File: src/rtl/lcd_dbi_pkg.sv
// rtl/lcd_dbi_pkg.sv - shared types for the DBI Type-B write engine
package lcd_dbi_pkg;

  typedef enum logic [1:0] {
    TXN_CMD    = 2'd0,
    TXN_DAT    = 2'd1,
    TXN_STREAM = 2'd2,
    TXN_FILL   = 2'd3
  } txn_kind_e;

  typedef enum logic [2:0] {
    S_IDLE,
    S_FETCH,
    S_WR_LO,
    S_WR_HI,
    S_DONE
  } state_e;

  typedef logic [15:0] rgb565_t;

  function automatic logic is_pixel_kind(input txn_kind_e k);
    return (k == TXN_STREAM) || (k == TXN_FILL);
  endfunction

endpackage

File: src/rtl/lcd_dbi_beat.sv
// rtl/lcd_dbi_beat.sv - wr_n low/high phase timer for one bus beat
module lcd_dbi_beat #(
  parameter int WR_PULSE_CYC = 2,
  parameter int WR_RECOV_CYC = 1
) (
  input  logic clk,
  input  logic rst,
  input  logic start,
  output logic wr_n,
  output logic lo_end,
  output logic beat_end
);

  localparam int MAX_CYC = (WR_PULSE_CYC > WR_RECOV_CYC) ? WR_PULSE_CYC : WR_RECOV_CYC;
  localparam int TW      = $clog2(MAX_CYC + 1);
  localparam logic [TW-1:0] LO_LOAD = TW'(WR_PULSE_CYC - 1);
  localparam logic [TW-1:0] HI_LOAD = TW'(WR_RECOV_CYC - 1);

  logic          lo_q;
  logic          hi_q;
  logic [TW-1:0] cnt_q;

  // start wins over a finishing high phase so back-to-back beats need no gap
  always_ff @(posedge clk or posedge rst) begin
    if (rst) begin
      lo_q  <= 1'b0;
      hi_q  <= 1'b0;
      cnt_q <= '0;
    end else if (start) begin
      lo_q  <= 1'b1;
      hi_q  <= 1'b0;
      cnt_q <= LO_LOAD;
    end else if (lo_q) begin
      if (cnt_q == '0) begin
        lo_q  <= 1'b0;
        hi_q  <= 1'b1;
        cnt_q <= HI_LOAD;
      end else begin
        cnt_q <= cnt_q - TW'(1);
      end
    end else if (hi_q) begin
      if (cnt_q == '0) begin
        hi_q <= 1'b0;
      end else begin
        cnt_q <= cnt_q - TW'(1);
      end
    end
  end

  assign wr_n     = ~lo_q;
  assign lo_end   = lo_q && (cnt_q == '0);
  assign beat_end = hi_q && (cnt_q == '0);

endmodule

File: src/rtl/lcd_dbi_writer.sv
// rtl/lcd_dbi_writer.sv - 8080-style panel write engine for command, data, stream and fill
module lcd_dbi_writer
  import lcd_dbi_pkg::*;
#(
  parameter int BUS_W        = 8,
  parameter int WR_PULSE_CYC = 2,
  parameter int WR_RECOV_CYC = 1,
  parameter int CNT_W        = 17
) (
  input  logic             clk,
  input  logic             rst,
  input  logic             txn_valid,
  output logic             txn_ready,
  input  logic [1:0]       txn_kind,
  input  logic [15:0]      txn_data,
  input  logic [CNT_W-1:0] txn_count,
  input  logic [15:0]      pix_data,
  input  logic             pix_valid,
  output logic             pix_ready,
  output logic             busy,
  output logic             done,
  output logic             lcd_cs_n,
  output logic             lcd_dc,
  output logic             lcd_wr_n,
  output logic [BUS_W-1:0] lcd_d
);

  if (BUS_W != 8 && BUS_W != 16) begin : g_bad_bus_w
    $fatal(1, "lcd_dbi_writer: BUS_W must be 8 or 16");
  end
  if (WR_PULSE_CYC < 1 || WR_RECOV_CYC < 1) begin : g_bad_timing
    $fatal(1, "lcd_dbi_writer: WR_PULSE_CYC and WR_RECOV_CYC must be >= 1");
  end

  state_e           state_q, state_d;
  txn_kind_e        kind_q;
  txn_kind_e        req_kind;
  rgb565_t          pix_q;
  logic [CNT_W-1:0] rem_q;
  logic [CNT_W-1:0] rem_dec;
  logic             low_byte_q;
  logic             more_beats;
  logic [BUS_W-1:0] d_q;
  logic             dc_q;
  logic             beat_start;
  logic             wr_lo_end;
  logic             beat_end;

  // on a narrow bus the high byte goes first; on a wide bus this is the whole pixel
  function automatic logic [BUS_W-1:0] first_beat(input rgb565_t p);
    return p[15 -: BUS_W];
  endfunction

  assign req_kind   = txn_kind_e'(txn_kind);
  assign more_beats = is_pixel_kind(kind_q) && (BUS_W == 8) && !low_byte_q;
  assign rem_dec    = (rem_q == '0) ? '0 : rem_q - CNT_W'(1);

  lcd_dbi_beat #(
    .WR_PULSE_CYC(WR_PULSE_CYC),
    .WR_RECOV_CYC(WR_RECOV_CYC)
  ) u_beat (
    .clk     (clk),
    .rst     (rst),
    .start   (beat_start),
    .wr_n    (lcd_wr_n),
    .lo_end  (wr_lo_end),
    .beat_end(beat_end)
  );

  always_ff @(posedge clk or posedge rst) begin
    if (rst) state_q <= S_IDLE;
    else     state_q <= state_d;
  end

  always_comb begin
    state_d    = state_q;
    beat_start = 1'b0;
    unique case (state_q)
      S_IDLE: begin
        if (txn_valid) begin
          if (is_pixel_kind(req_kind) && txn_count == '0) begin
            state_d = S_DONE;
          end else if (req_kind == TXN_STREAM) begin
            state_d = S_FETCH;
          end else begin
            state_d    = S_WR_LO;
            beat_start = 1'b1;
          end
        end
      end
      S_FETCH: begin
        if (pix_valid) begin
          state_d    = S_WR_LO;
          beat_start = 1'b1;
        end
      end
      S_WR_LO: begin
        if (wr_lo_end) state_d = S_WR_HI;
      end
      S_WR_HI: begin
        if (beat_end) begin
          if (more_beats) begin
            state_d    = S_WR_LO;
            beat_start = 1'b1;
          end else if (rem_dec != '0) begin
            if (kind_q == TXN_STREAM) begin
              state_d = S_FETCH;
            end else begin
              state_d    = S_WR_LO;
              beat_start = 1'b1;
            end
          end else begin
            state_d = S_DONE;
          end
        end
      end
      S_DONE:  state_d = S_IDLE;
      default: state_d = S_IDLE;
    endcase
  end

  // CMD/DAT load a zero count so the end-of-beat path falls straight to DONE
  always_ff @(posedge clk or posedge rst) begin
    if (rst) begin
      kind_q     <= TXN_CMD;
      pix_q      <= '0;
      rem_q      <= '0;
      low_byte_q <= 1'b0;
      d_q        <= '0;
      dc_q       <= 1'b1;
    end else begin
      unique case (state_q)
        S_IDLE: begin
          if (txn_valid) begin
            kind_q     <= req_kind;
            pix_q      <= txn_data;
            low_byte_q <= 1'b0;
            rem_q      <= is_pixel_kind(req_kind) ? txn_count : '0;
            dc_q       <= (req_kind != TXN_CMD);
            if (!is_pixel_kind(req_kind)) d_q <= BUS_W'(txn_data[7:0]);
            else if (req_kind == TXN_FILL) d_q <= first_beat(txn_data);
          end
        end
        S_FETCH: begin
          if (pix_valid) begin
            pix_q      <= pix_data;
            d_q        <= first_beat(pix_data);
            low_byte_q <= 1'b0;
          end
        end
        S_WR_HI: begin
          if (beat_end) begin
            if (more_beats) begin
              low_byte_q <= 1'b1;
              d_q        <= pix_q[BUS_W-1:0];
            end else begin
              rem_q      <= rem_dec;
              low_byte_q <= 1'b0;
              if (kind_q == TXN_FILL) d_q <= first_beat(pix_q);
            end
          end
        end
        default: ;
      endcase
    end
  end

  assign txn_ready = (state_q == S_IDLE);
  assign busy      = (state_q != S_IDLE);
  assign pix_ready = (state_q == S_FETCH);
  assign done      = (state_q == S_DONE);
  assign lcd_cs_n  = (state_q == S_IDLE);
  assign lcd_dc    = dc_q;
  assign lcd_d     = d_q;

endmodule

File: config.mk
export PLATFORM = sky130hd
export DESIGN_NAME = lcd_dbi_writer
export DESIGN_NICKNAME = d
export VERILOG_FILES = /design/src/rtl/lcd_dbi_pkg.sv /design/src/rtl/lcd_dbi_beat.sv /design/src/rtl/lcd_dbi_writer.sv
export SDC_FILE = /design/constraint.sdc
export NUM_CORES = 1
export LEC_CHECK = 0
export ABC_AREA = 1
export BUFFER_PORTS_ARGS = -buffer_cell sky130_fd_sc_hd__buf_2
export CORE_MARGIN = 2
export CORE_UTILIZATION = 40
export CTS_CLUSTER_DIAMETER = 80
export DETAILED_ROUTE_END_ITERATION = 16
export GPL_TIMING_DRIVEN = 0
export HOLD_SLACK_MARGIN = 0.03
export MAX_ROUTING_LAYER = met4
export REMOVE_ABC_BUFFERS = 1
export SLEW_MARGIN = 20
export SYNTH_ARGS = -nofsm -noshare
export SYNTH_HDL_FRONTEND = slang
export SYNTH_SLANG_ARGS = --single-unit
File: constraint.sdc
create_clock -name clk -period 3.97 [get_ports clk]
set_input_delay 0.5955 -clock clk [delete_from_list [all_inputs] [get_ports clk]]
set_output_delay 0.5955 -clock clk [all_outputs]
set_load 0.005 [all_outputs]
-- Yosys cells after proc, flatten, opt, wreduce, memory -nomap -nowiden
Cells that the tools add are included.
- $add $sub $neg: 2
- equality and inequality tests: 17
- mux-type cells: 53
- bitwise gates (word level): 1
- reductions and logical operators: 25
- operators by type and width (cell ; number):
    $mux W17 ; 5
    $mux W8 ; 7
    $logic_not A17 Y1 ; 2
    $pmux W17 S2 ; 1
    $mux W16 ; 2
    $pmux W16 S2 ; 1
    $pmux W8 S3 ; 1
    $mux W3 ; 7
    $mux W1 ; 19
    $reduce_bool A17 Y1 ; 1
    $sub A17 B1 Y17 const B ; 1
    $mux W2 ; 7
    $pmux W3 S4 ; 1
    $reduce_and A4 Y1 ; 3
    $ne A3 B3 Y1 const B ; 3
    $reduce_bool A3 Y1 ; 3
    $eq A2 B2 Y1 const B ; 4
    $ne A2 B2 Y1 const B ; 4
    $eq A3 B2 Y1 const B ; 2
    $pmux W1 S3 ; 2
    $reduce_and A6 Y1 ; 1
    $reduce_bool A2 Y1 ; 3
    $logic_and A1 B1 Y1 ; 4
    $reduce_and A2 Y1 ; 2
    other kinds (11) ; 12
- flip-flop bits (word level): 52
- input port bits: 55
- output and inout bits: 15
- word-level logic and storage cells: 108

-- Logic depth before layout (Yosys ltp)
Gate-level depths: netlist of run 1.
- depth in word-level cells: 9
- depth in mapped cells: 16
- mapped depth without buffers: 16

-- Modules after synthesis
Synthesis of run 1 repeated with hierarchy kept, for this count alone.
- cell total of the unflattened synthesis: 513
- area total of the unflattened synthesis: 3569.7 um2
- by module, submodules not included (module ; instances ; cells each ; area an instance (um2) ; seq. area each (um2)):
    lcd_dbi_writer ; 1 ; 481 ; 3349.5 ; 1202.4
    lcd_dbi_beat ; 1 ; 32 ; 220.2 ; 100.1

-- Worst setup path before layout of run 1
OpenSTA, ideal clock, no wires.
- kind: reg-to-reg
- start point: reg rem_q[0]
- end point: reg state_q[1]
- library setup time: 0.117 ns
- arrival time: 1.779 ns
- required time: 3.853 ns
- path slack: 2.075 ns
- cell stages (with the launch flop): 15
- buffers on the path: 1
- clock period less this slack: 1.895 ns
- cells stage by stage: dfrtp_1 > inv_1 > ha_1 > nand2_2 > nor2_4 > nand3_4 > buf_6 > nand3_2 > nand3_1 > nor2_2 > nand3_2 > nand2_1 > nand2_1 > nand2_1 > nand2_1
- word-level cells in the longest chain between the ends: 7
- elaborated cells on any way between the ends: 8
- classes of those cells: add/sub (1); mux (5); reduce/logical (2)
- RTL lines (item ; RTL line ; source):
    start: declaration ; lcd_dbi_writer.sv:39 ; logic [CNT_W-1:0] rem_q;
    start signal: assignment ; lcd_dbi_writer.sv:138 ; rem_q <= is_pixel_kind(req_kind) ? txn_count : '0;
    start signal: assignment ; lcd_dbi_writer.sv:157 ; rem_q <= rem_dec;
    $sub A17 B1 Y17 / $logic_not A17 Y1 (equally long branches) ; lcd_dbi_writer.sv:56 ; assign rem_dec = (rem_q == '0) ? '0 : rem_q - CNT_W'(1);
    $mux W17 (*) ; lcd_dbi_writer.sv:56 ;
    $reduce_bool A17 Y1 (*) ; lcd_dbi_writer.sv:105 ; end else if (rem_dec != '0) begin
    $mux W3 (*) ; lcd_dbi_writer.sv:105 ;
    $mux W3 (*) ; lcd_dbi_writer.sv:102 ; if (more_beats) begin
    $mux W3 (*) ; lcd_dbi_writer.sv:101 ; if (beat_end) begin
    $pmux W3 S4 (*) ; lcd_dbi_writer.sv:78 ; unique case (state_q)
    end signal: assignment ; lcd_dbi_writer.sv:72 ; else state_q <= state_d;
    end: declaration ; lcd_dbi_writer.sv:35 ; state_e state_q, state_d;
Mark *: on every way between the ends. The rest lies on a longest branch, timed or not. The select of a mux whose other input is x is not followed.
A chain may end at the register's enable or synchronous reset.

-- Worst setup path after layout of run 1
- start point: reg state_q[0]
- end point: reg pix_q[2]
- word-level cells in the longest chain between the ends: 3
- elaborated cells on any way between the ends: 7
- classes of those cells: eq/ne (3); mux (1); reduce/logical (3)
- RTL lines (item ; RTL line ; source):
    $eq A3 B1 Y1 / $logic_not A3 Y1 (equally long branches) ; lcd_dbi_writer.sv:132 ; unique case (state_q)
    $ne A2 B2 Y1 (no source line) / $reduce_bool A2 Y1 (equally long branches) ; -- ;
    $reduce_and A3 Y1 (no source line) ; -- ;
    end signal: assignment ; lcd_dbi_writer.sv:136 ; pix_q <= txn_data;
    end signal: assignment ; lcd_dbi_writer.sv:146 ; pix_q <= pix_data;
    end: declaration ; lcd_dbi_writer.sv:38 ; rgb565_t pix_q;
Parallel ways exist; a longest one is shown, timed or not.

==> results.md, run 1 <==
* Status: finished, final reports clean
* Period utilisation layout at 66.4%
* Internal at 0.00146 W
* N_diodes at 0
* Total core area at 0.00830 mm^2
* CTS Buf Count at 5
* Post-synthesis cell type count at 41
* Cell Rows at 33
* Dominant cells by area after synthesis: dfrtp_1 37%, nand2_1 12%, nor2_1 7.9%, nand3_1 7.1%, o21ai_0 5.5%
* Maximum fanout along the worst path at 32
* Gp weighted congestion at 0.918
* CTS root buffer: clkbuf_8
* Share of cells above drive strength 1 at 20.4%
* Via density per instance at 5.28
* Worst hold slack at 0.367 ns
* Synth top cells by count: 115 x nand2_1, 73 x nor2_1, 51 x dfrtp_1
* Sw power at 0.00141 W
* IO buf count at 69
* Asr flop ratio synth at 100%
* Post-synth EDFFs at 0
* Starting DRT DRC Count at 135
* Clock share of power at 11.1%
* CP Class: reg2reg
* Final #Nets at 608
* # IOs at 70
* Sequential power share at 33.6%
* Die Y at 97.0 um
* DR DRC count at 0
* Setup TNS at 0 ns
* Max_slew headroom at 44.7%
* Final count of hold timing violations at 0
* Comb pwr share at 55.3%
* DIE WIDTH at 97.0 um
* Final setup fails at 0
* Initial antenna violation count at 0
* Maximum resistive drop on vdd at 0.000335 V
* Yosys top cell area share at 36.9%
* Tmin final at 2.64 ns
* Max Clk Rate at 379 MHz
* Drt first pass iters at 4
* CTS Hold Bufs at 0
* H-tree depth at 2
* Leak at 1.90 nW
* TritonCTS clock tree: yes
* Detailed Place HPWL at 6.57 mm
* # resized after CTS at 0
* Critical Path Start Type: flop
* Wirelength, routed at 9.39 mm
* Total GRT Usage at 20.7%
* Flops & latches, synth at 52
* GRT overflow at 0
* Global-route wire length before repair at 15.6 mm
* Fillers at 862
* # Post-CTS Setup Buffers at 0
* Sequential cell area fraction in the yosys report at 37.6%
* Top FF cell, synth: dfrtp_1
* Vias at 3,473
* RSZ-0062 raised after global routing: no
* Crit. End Element: flop
* Mean routed wirelength per cell at 14.3 um
* P per Cell Area at 724 mW/mm^2
* Cell Area, Synth at 0.00346 mm^2
* Die area at 0.00941 mm^2
* Post-Syn Area per Cell at 7.03 um^2
* Worst EP required at 4.14 ns
* Area Growth Syn to Fin at 14.4%
* Reg clk slew, reported paths at 0.11 ns
* Max Cap Viol at 0
* Post-route ant nets at 0
* Cell taking the most area after synthesis: dfrtp_1
* Skew final at 0.0147 ns
* Worst Hold Class: in2async
* Switch share at 49.1%
* Worst-Margin Slew at 0.829 ns
* Number of global-route vias before repair at 3,250
* CP arrival at 2.80 ns
* Worst skew pair latency at 0.32 ns
* Clock buffer depth at 2
* Synth Instances at 492
* Clk sinks at 52
* Initial Utilization at 41.7%
* Largest net degree at the start of global routing at 53
* Max-slew violation count at 0
* Most frequent cell after synthesis: nand2_1
* Ys Warns at 0
-- layout make-up --
class / instances / area [um^2] / area share (%)
sequential: 52 / 1300 / 32.9
inverter: 51 / 194 / 4.90
multi-input combinational: 372 / 1880 / 47.6
tap: 105 / 131 / 3.32
clock inverter: 2 / 16.3 / 0.411
timing repair buffer: 70 / 357 / 9.01
clock buffer: 6 / 72.6 / 1.83
-- cells by family (layout without fill, tap and decap cells) --
family	after synthesis	after routing	synth area share, %
buffers and inverters	68	129	8.13
multiplexers	5	5	1.48
flip-flops	52	52	37.6
AND/OR/NAND/NOR	276	276	35.9
XOR/XNOR	5	5	1.27
adder cells (fa/ha/maj)	1	1	0.361
AO/OA/AOI/OAI	85	85	15.2
-- power by group through the flow --
stage | logic [W] | clock network, W | registers [W]
2_1_floorplan | 0.00115 | 0 | 0.000932
3_3_place_gp | 0.00154 | 0 | 0.000965
3_5_place_dp | 0.00157 | 0 | 0.000971
4_1_cts | 0.00157 | 0.000324 | 0.000960
5_1_grt | 0.00181 | 0.000354 | 0.000993
6_report | 0.00158 | 0.000319 | 0.000962
-- sequential cells by signal (all words and copies together), names as in the netlist --
register / count
low_byte_q: 1
pix_q: 16
u_beat.lo_q: 1
state_q: 3
u_beat.cnt_q: 2
u_beat.hi_q: 1
kind_q: 2
rem_q: 17
lcd_d: 8
lcd_dc: 1
-- metrics by stage --
step / utilization, % / area (um^2) / power (W) / setup slack (ns) / cells
3_5_place_dp: 46.5 / 3860 / 0.00254 / 1.11 / 649
6_report: 47.7 / 3960 / 0.00287 / 1.33 / 658
3_3_place_gp: 46.4 / 3850 / 0.00251 / 1.04 / 649
5_1_grt: 47.7 / 3960 / 0.00315 / 1.04 / 658
2_1_floorplan: - / 3370 / 0.00209 / 1.83 / 475
4_1_cts: 47.6 / 3950 / 0.00286 / 1.21 / 657
-- path summary, 6_finish.rpt --
kind / startpoint / end / slack, ns / depth (start not counted)
max: state_q[0]$_DFFE_PP0P_ / pix_q[2]$_DFFE_PP0P_ / 1.33 / 7
min: rst / pix_q[6]$_DFFE_PP0P_ / 0.37 / 2
max reg2reg: state_q[0]$_DFFE_PP0P_ / pix_q[2]$_DFFE_PP0P_ / 1.33 / 7
min reg2reg: lcd_dc$_DFFE_PP1P_ / lcd_dc$_DFFE_PP1P_ / 0.51 / 2
max in group asynchronous: rst / rem_q[4]$_DFFE_PP0P_ / 3.14 / 2
min in group clk: lcd_dc$_DFFE_PP1P_ / lcd_dc$_DFFE_PP1P_ / 0.51 / 2
-- placed cells by master, fill, tap and decap left out, types with 2 or more instances in the layout --
| master | n |
|---|---|
| nand2_1 | 115 |
| nor2_1 | 73 |
| buf_2 | 69 |
| dfrtp_1 | 51 |
| nand3_1 | 49 |
| inv_1 | 45 |
| o21ai_0 | 38 |
| a31oi_1 | 25 |
| nor2_2 | 7 |
| nor3_1 | 7 |
| inv_2 | 5 |
| xor2_1 | 5 |
| clkbuf_8 | 5 |
| nor2_4 | 4 |
| a21oi_1 | 4 |
| nand4_1 | 4 |
| nand3_2 | 4 |
| mux2i_1 | 4 |
| o2111ai_1 | 4 |
| o21ai_1 | 3 |
| nand2_2 | 3 |
| or2_2 | 2 |
| o21ai_2 | 2 |
| o21bai_1 | 2 |
| nor4_1 | 2 |
| a22oi_1 | 2 |
| o311ai_0 | 2 |
-- routing by layer --
metal | GRT usage (%) | vias to the layer above | routed length, um
met5 | - | - | 0
met4 | 3.14 | 0 | 66
met3 | 3.90 | 9 | 468
met2 | 34.5 | 91 | 4540
met1 | 26.8 | 1620 | 4310
li1 | - | 1753 | -
-- worst max-delay path, cell delays in order, from the launching register on --
cell	delay (ns)
dfrtp_1	0.44
inv_2	0.07
nor2_4	0.27
inv_2	0.10
nor2_4	0.42
inv_2	0.31
o22ai_4	0.68
a31oi_1	0.17
Note: power is estimated with default switching activity, not from simulation.
==> run 2: changes to the inputs <==
ABC_AREA = 0   (was 1)
clock period = 2.2 ns   (was 3.97 ns; I/O delays follow)
==> run 2 against run 1 <==
Effect of this change: the run now ends with setup timing left; first-iteration DRC count rose by 47%; die area fell by 5.8%; sequential power rose by 87%; utilization rose by 5.3 points; sequential cell count did not move; largest cell class unchanged.
==> results.md, run 2 <==
* Cell Rows at 32
* Number of global-route vias before repair at 3,124
* Reg2reg path depth at 9
* Total core area at 0.00781 mm^2
* CP arrival at 2.51 ns
* # IOs at 70
* Vias at 3,315
* Met3 Wirelength at 425 um
* Reg-to-reg critical path endpoint: u_beat.hi_q$_DFFE_PP0P_
* Mean routed wirelength per cell at 16.2 um
* Largest register by flop count: rem_q
* P per Cell Area at 1330 mW/mm^2
* Fillers at 779
* Critical Path End: u_beat.hi_q$_DFFE_PP0P_
* Final setup fails at 4
* Worst Hold Class: in2async
* Drt first pass iters at 4
* Wirelength, routed at 9.42 mm
* Leading cell types in the layout, fill and taps excluded: 69 x buf_2, 60 x nand2_1, 50 x o21ai_0
* Post-route ant nets at 0
* Starting DRT DRC Count at 198
* Worst EP required at 2.46 ns
* Top Layer Used: met4
* Skew final at 0.00785 ns
* Worst skew pair latency at 0.31 ns
* Global-route wire length before repair at 15.1 mm
* Most frequent cell after synthesis: nand2_1
* Met2 wire length at 4.64 mm
* Critical path, cell by cell: inv_4 > ha_4 > nor3b_4 > buf_6 > nand3_4 > xnor2_2 > or4_4 > a21oi_4 > and3_4
* Final #Nets at 534
* Dominant cells by area after synthesis: dfrtp_1 39%, o21ai_0 8.0%, mux2i_1 7.4%, nand2_1 7.0%, nor2_1 3.7%
* Leak at 1.82 nW
* Crit. End Element: flop
* GRT overflow at 0
* DR DRC count at 0
* H-tree depth at 2
* Dpl ws at -0.812 ns
* Detailed Place HPWL at 6.08 mm
* Cell Area, Synth at 0.00325 mm^2
* PnR worst setup slack at -0.0522 ns
* Period utilisation layout at 102%
* Max reg flops at 17
* Die area at 0.00887 mm^2
* Yosys top cell area share at 39.2%
* CTS Hold Bufs at 0
* Post-synthesis cell type count at 51
* CTS Buf Count at 5
* Tmin final at 2.25 ns
* Sequential cell area fraction in the yosys report at 40.0%
* CP Class: reg2reg
* Critical-path top delay cell: or4_4
* Largest net degree at the start of global routing at 53
* Die Y at 94.2 um
* Initial antenna violation count at 0
* Max Cap Viol at 0
* Max-slew violation count at 0
* Initial Utilization at 41.7%
* Reg clk slew, reported paths at 0.10 ns
* Sequential cell area at 0.00131 mm^2
* N_diodes at 0
* Commonest non-fill, non-tap cell in the layout: buf_2
* Top FF cell, synth: dfrtp_1
* Clock buffer depth at 2
* Synth Instances at 397
* Critical Path Start Type: flop
* Worst-Margin Slew at 0.652 ns
* Synth top cells by count: 61 x nand2_1, 52 x o21ai_0, 51 x dfrtp_1
* Post-Syn Area per Cell at 8.19 um^2
* Worst hold slack at 0.111 ns
* CTS root buffer: clkbuf_8
* Clk sinks at 52
* Final count of hold timing violations at 0
* FF-to-FF setup slack at -0.05 ns
* Share of cells above drive strength 1 at 29.4%
* Total GRT Usage at 22.1%
* Buf+Inv Stages, Crit Path at 2
* Multi-input combinational cell area at 0.00190 mm^2
* TritonCTS clock tree: yes
* Slowest Stage Delay on Critical Path at 0.47 ns
* M1 wire length at 4.13 mm
* Maximum fanout along the worst path at 6
* Max Clk Rate at 444 MHz
* IO buf count at 69
* Maximum resistive drop on vdd at 0.000578 V
* RSZ-0062 raised after global routing: yes
* Max_slew headroom at 56.5%
* R2r startpoint: rem_q[0]$_DFFE_PP0P_
* Post-synth EDFFs at 0
* Failing checks: setup timing
* Ys Warns at 0
* Via density per instance at 5.71
* Critical Path Start: rem_q[0]$_DFFE_PP0P_
* DIE WIDTH at 94.2 um
* Flops & latches, synth at 52
* Top delay family on crit path: simple AND/OR/NAND/NOR gates
* Asr flop ratio synth at 100%
* CP Depth at 9
* Status: finished, violations left
* Gp weighted congestion at 0.808
* Cell taking the most area after synthesis: dfrtp_1
* Area Growth Syn to Fin at 27.3%
## run 2: worst register-to-register path: cells and delay by family, from the launching register on
| kind | cells | cell delay, ns |
|---|---|---|
| xor+xnor | 1 | 0.15 |
| flops | 1 | 0.46 |
| compound gates | 1 | 0.22 |
| simple gates | 4 | 0.98 |
| buf+inv | 2 | 0.23 |
| fa+ha+maj | 1 | 0.16 |
## run 2: where the power goes
| part | leakage (nW) | internal [W] | switching (W) |
|---|---|---|---|
| combinational | 1.11 | 0.00132 | 0.00172 |
| sequential | 0.652 | 0.00138 | 0.000420 |
| clock | 0.0548 | 0.000343 | 0.000340 |
| total | 1.82 | 0.00304 | 0.00248 |
## run 2: cells by family (layout without fill, tap and decap cells)
group,after synthesis,after routing,synth area share (%)
and+or+nand+nor,142,142,21.0
xor gates and xnor gates,2,2,0.539
adders and majority gates,1,1,0.385
AOI/OAI and AO/OA,127,127,24.3
muxes,25,25,7.73
buffers and inverters,48,130,5.92
DFF,52,52,40.0
## run 2: final cells by class
class / count / share of cell area [%]
Clock buffer: 5 / 1.66
Multi-Input combinational cell: 297 / 45.9
Timing Repair Buffer: 98 / 14.3
Sequential cell: 52 / 31.6
Clock inverter: 3 / 1.12
Inverter: 24 / 2.30
Tap cell: 102 / 3.08
## run 2: how the worst min path moves through the flow
stage	start	endpoint	slack (ns)
2_1_floorplan	txn_kind[0]	kind_q[0]$_DFFE_PP0P_	0.44
3_3_place_gp	lcd_dc$_DFFE_PP1P_	lcd_dc$_DFFE_PP1P_	0.45
3_5_place_dp	lcd_dc$_DFFE_PP1P_	lcd_dc$_DFFE_PP1P_	0.45
4_1_cts	rst	lcd_d[1]$_DFFE_PP0P_	0.14
5_1_grt	rst	rem_q[7]$_DFFE_PP0P_	0.16
6_report	rst	rem_q[12]$_DFFE_PP0P_	0.11
## run 2: repair_timing
item | 4_1_cts | 5_1_grt
pin swaps | 11 | 2
endpoints found under the setup margin | 52 | 32
resized for setup | 20 | 12
buffers inserted | 18 | 9
## run 2: metal layers
layer	global-route usage [%]	vias to the layer above
met4	6.76	0
met2	36.5	107
li1	-	1589
met3	3.13	20
met1	28.4	1599
met5	-	-
## run 2: per-stage QoR
stage	power (W)	util (%)	TNS, ns	cells	area (um^2)
final	0.00552	53.0	-0.142	581	4140
after global routing	0.00601	53.0	-0.831	581	4140
after CTS	0.00527	51.6	0	572	4030
after detailed placement	0.00420	47.2	-26.14	546	3680
after global placement	0.00406	46.4	-72.09	544	3620
after floorplan	0.00338	-	-17.39	373	3150
==> run 3: changes to the inputs <==
SKIP_CTS_REPAIR_TIMING = 1   (was unset)
SLEW_MARGIN = 0   (was 20)
==> run 3 against run 2 <==
Effect of this change: the run still ends with setup timing left; register-to-register slack worse by 0.07 ns; wire length down 1.9%; total power down 1.7%; utilization up 0.096 points; global-route usage down 1.3 points; via count down 2.5%; final area up 0.18%; hold slack worse by 0.072 ns; clock power up 2%; final cell count up 0.52%; fmax down 3.0%; sequential share of layout area down 0.057 points; critical path type unchanged; highest routed layer unchanged.
==> results.md, run 3 (synthesis gave the netlist of run 2 again) <==
* Initial antenna violation count at 0
* CP arrival at 2.58 ns
* Post-route ant nets at 0
* M1 wire length at 4.28 mm
* Status: finished, violations left
* Starting DRT DRC Count at 197
* N_diodes at 0
* Sw power at 0.00242 W
* Clock share of power at 12.8%
* Maximum fanout along the worst path at 5
* Max Cap Viol at 0
* Worst-Margin Slew at 0.590 ns
* Clock buffer depth at 2
* Core Util, Final at 53.1%
* Crit. End Element: flop
* Slowest Stage Delay on Critical Path at 0.59 ns
* PnR worst setup slack at -0.122 ns
* Global-route wire length before repair at 14.3 mm
* Critical path, cell by cell: nor4_4 > and2_4 > a41oi_2 > or4_4 > a211o_1 > a21oi_2
* Share of cells above drive strength 1 at 30.1%
* DR DRC count at 0
* Met3 Wirelength at 451 um
* Vias at 3,233
* Drt first pass iters at 5
* CTS root buffer: clkbuf_8
* TritonCTS clock tree: yes
* Worst Hold Class: in2async
* Leading cell types in the layout, fill and taps excluded: 69 x buf_2, 60 x nand2_1, 50 x o21ai_0
* Die Y at 94.2 um
* Max Clk Rate at 431 MHz
* Final count of hold timing violations at 0
* Critical Path Start Type: flop
* Failing checks: setup timing
* Commonest non-fill, non-tap cell in the layout: buf_2
* Buf+Inv Stages, Crit Path at 0
* Largest net degree at the start of global routing at 30
* Max-slew violation count at 0
* Total core area at 0.00781 mm^2
* P per Cell Area at 1310 mW/mm^2
* Via density per instance at 5.54
* # IOs at 70
* Initial Utilization at 41.7%
* Max reg flops at 17
* Placed insts at 548
* Cell Rows at 32
* Internal at 0.00300 W
* Top delay family on crit path: simple AND/OR/NAND/NOR gates
* Final #Nets at 537
* Clk sinks at 52
* IO buf count at 69
* CTS Buf Count at 5
* Met2 wire length at 4.41 mm
* Worst EP required at 2.46 ns
* H-tree depth at 2
* Fin cells at 584
* Gp weighted congestion at 0.808
* Fillers at 771
* Tmin final at 2.32 ns
* Area Growth Syn to Fin at 27.5%
* Comb pwr share at 54.0%
* Worst hold slack at 0.0387 ns
* Mean routed wirelength per cell at 15.8 um
* Setup TNS at -0.390 ns
* Largest register by flop count: rem_q
* Top Layer Used: met4
* Detailed Place HPWL at 6.22 mm
* Wirelength, routed at 9.24 mm
* Leak at 1.83 nW
* Total GRT Usage at 20.8%
* Skew final at 0.0127 ns
* GRT overflow at 0
* Switch share at 44.7%
* Die area at 0.00887 mm^2
* Sequential power share at 33.2%
* Number of global-route vias before repair at 2,984
* CP Class: reg2reg
* Final setup fails at 5
* RSZ-0062 raised after global routing: yes
* DIE WIDTH at 94.2 um
* Reg clk slew, reported paths at 0.11 ns
* Max_slew headroom at 60.7%
* Worst skew pair latency at 0.32 ns
* Critical-path top delay cell: or4_4
* Period utilisation layout at 106%
* Maximum resistive drop on vdd at 0.000581 V
-- run 3: changes by cell type in the layout (fill, tap and decap cells not counted), sizes merged --
cell,change
clkbuf,+1
buf,+2
-- run 3: area by class of cell --
type	count	area [um^2]	share of cell area, %
clock buffers	5	68.8	1.66
multi-input cells	297	1890	45.5
flip-flops and latches	52	1310	31.6
well taps	102	128	3.08
repair buffers	101	619	14.9
inverters	24	90.1	2.17
clock inverters	3	46.3	1.12
-- run 3: final timing paths --
path,startpoint,end,slack (ns),cells after the start
max,rem_q[5]$_DFFE_PP0P_,state_q[2]$_DFFE_PP0P_,-0.12,6
min,rst,lcd_d[4]$_DFFE_PP0P_,0.04,2
max reg2reg,rem_q[5]$_DFFE_PP0P_,state_q[2]$_DFFE_PP0P_,-0.12,6
min reg2reg,lcd_dc$_DFFE_PP1P_,lcd_dc$_DFFE_PP1P_,0.46,2
max in group asynchronous,rst,state_q[0]$_DFFE_PP0P_,1.60,3
min in group clk,txn_count[16],rem_q[16]$_DFFE_PP0P_,0.26,3
-- run 3: routing by layer --
layer,vias up,global-route usage (%)
met1,1542,27.6
met3,10,3.21
met4,0,6.40
li1,1593,-
met2,88,33.1
met5,-,-
-- run 3: power groups by stage --
stage          registers, W  logic, W  clock network [W]
2_1_floorplan       0.00171   0.00167                  0
3_3_place_gp        0.00178   0.00228                  0
3_5_place_dp        0.00179   0.00239                  0
4_1_cts             0.00178   0.00240           0.000707
5_1_grt             0.00186   0.00328           0.000755
6_report            0.00180   0.00293           0.000697
-- run 3: through the flow --
stage / total power (W) / worst slack (ns) / area, um^2
after floorplan: 0.00338 / -0.811 / 3150
after global placement: 0.00406 / -1.76 / 3620
after detailed placement: 0.00419 / -1.19 / 3690
after CTS: 0.00488 / -1.20 / 3800
after global routing: 0.00590 / -0.209 / 4150
final: 0.00543 / -0.122 / 4150
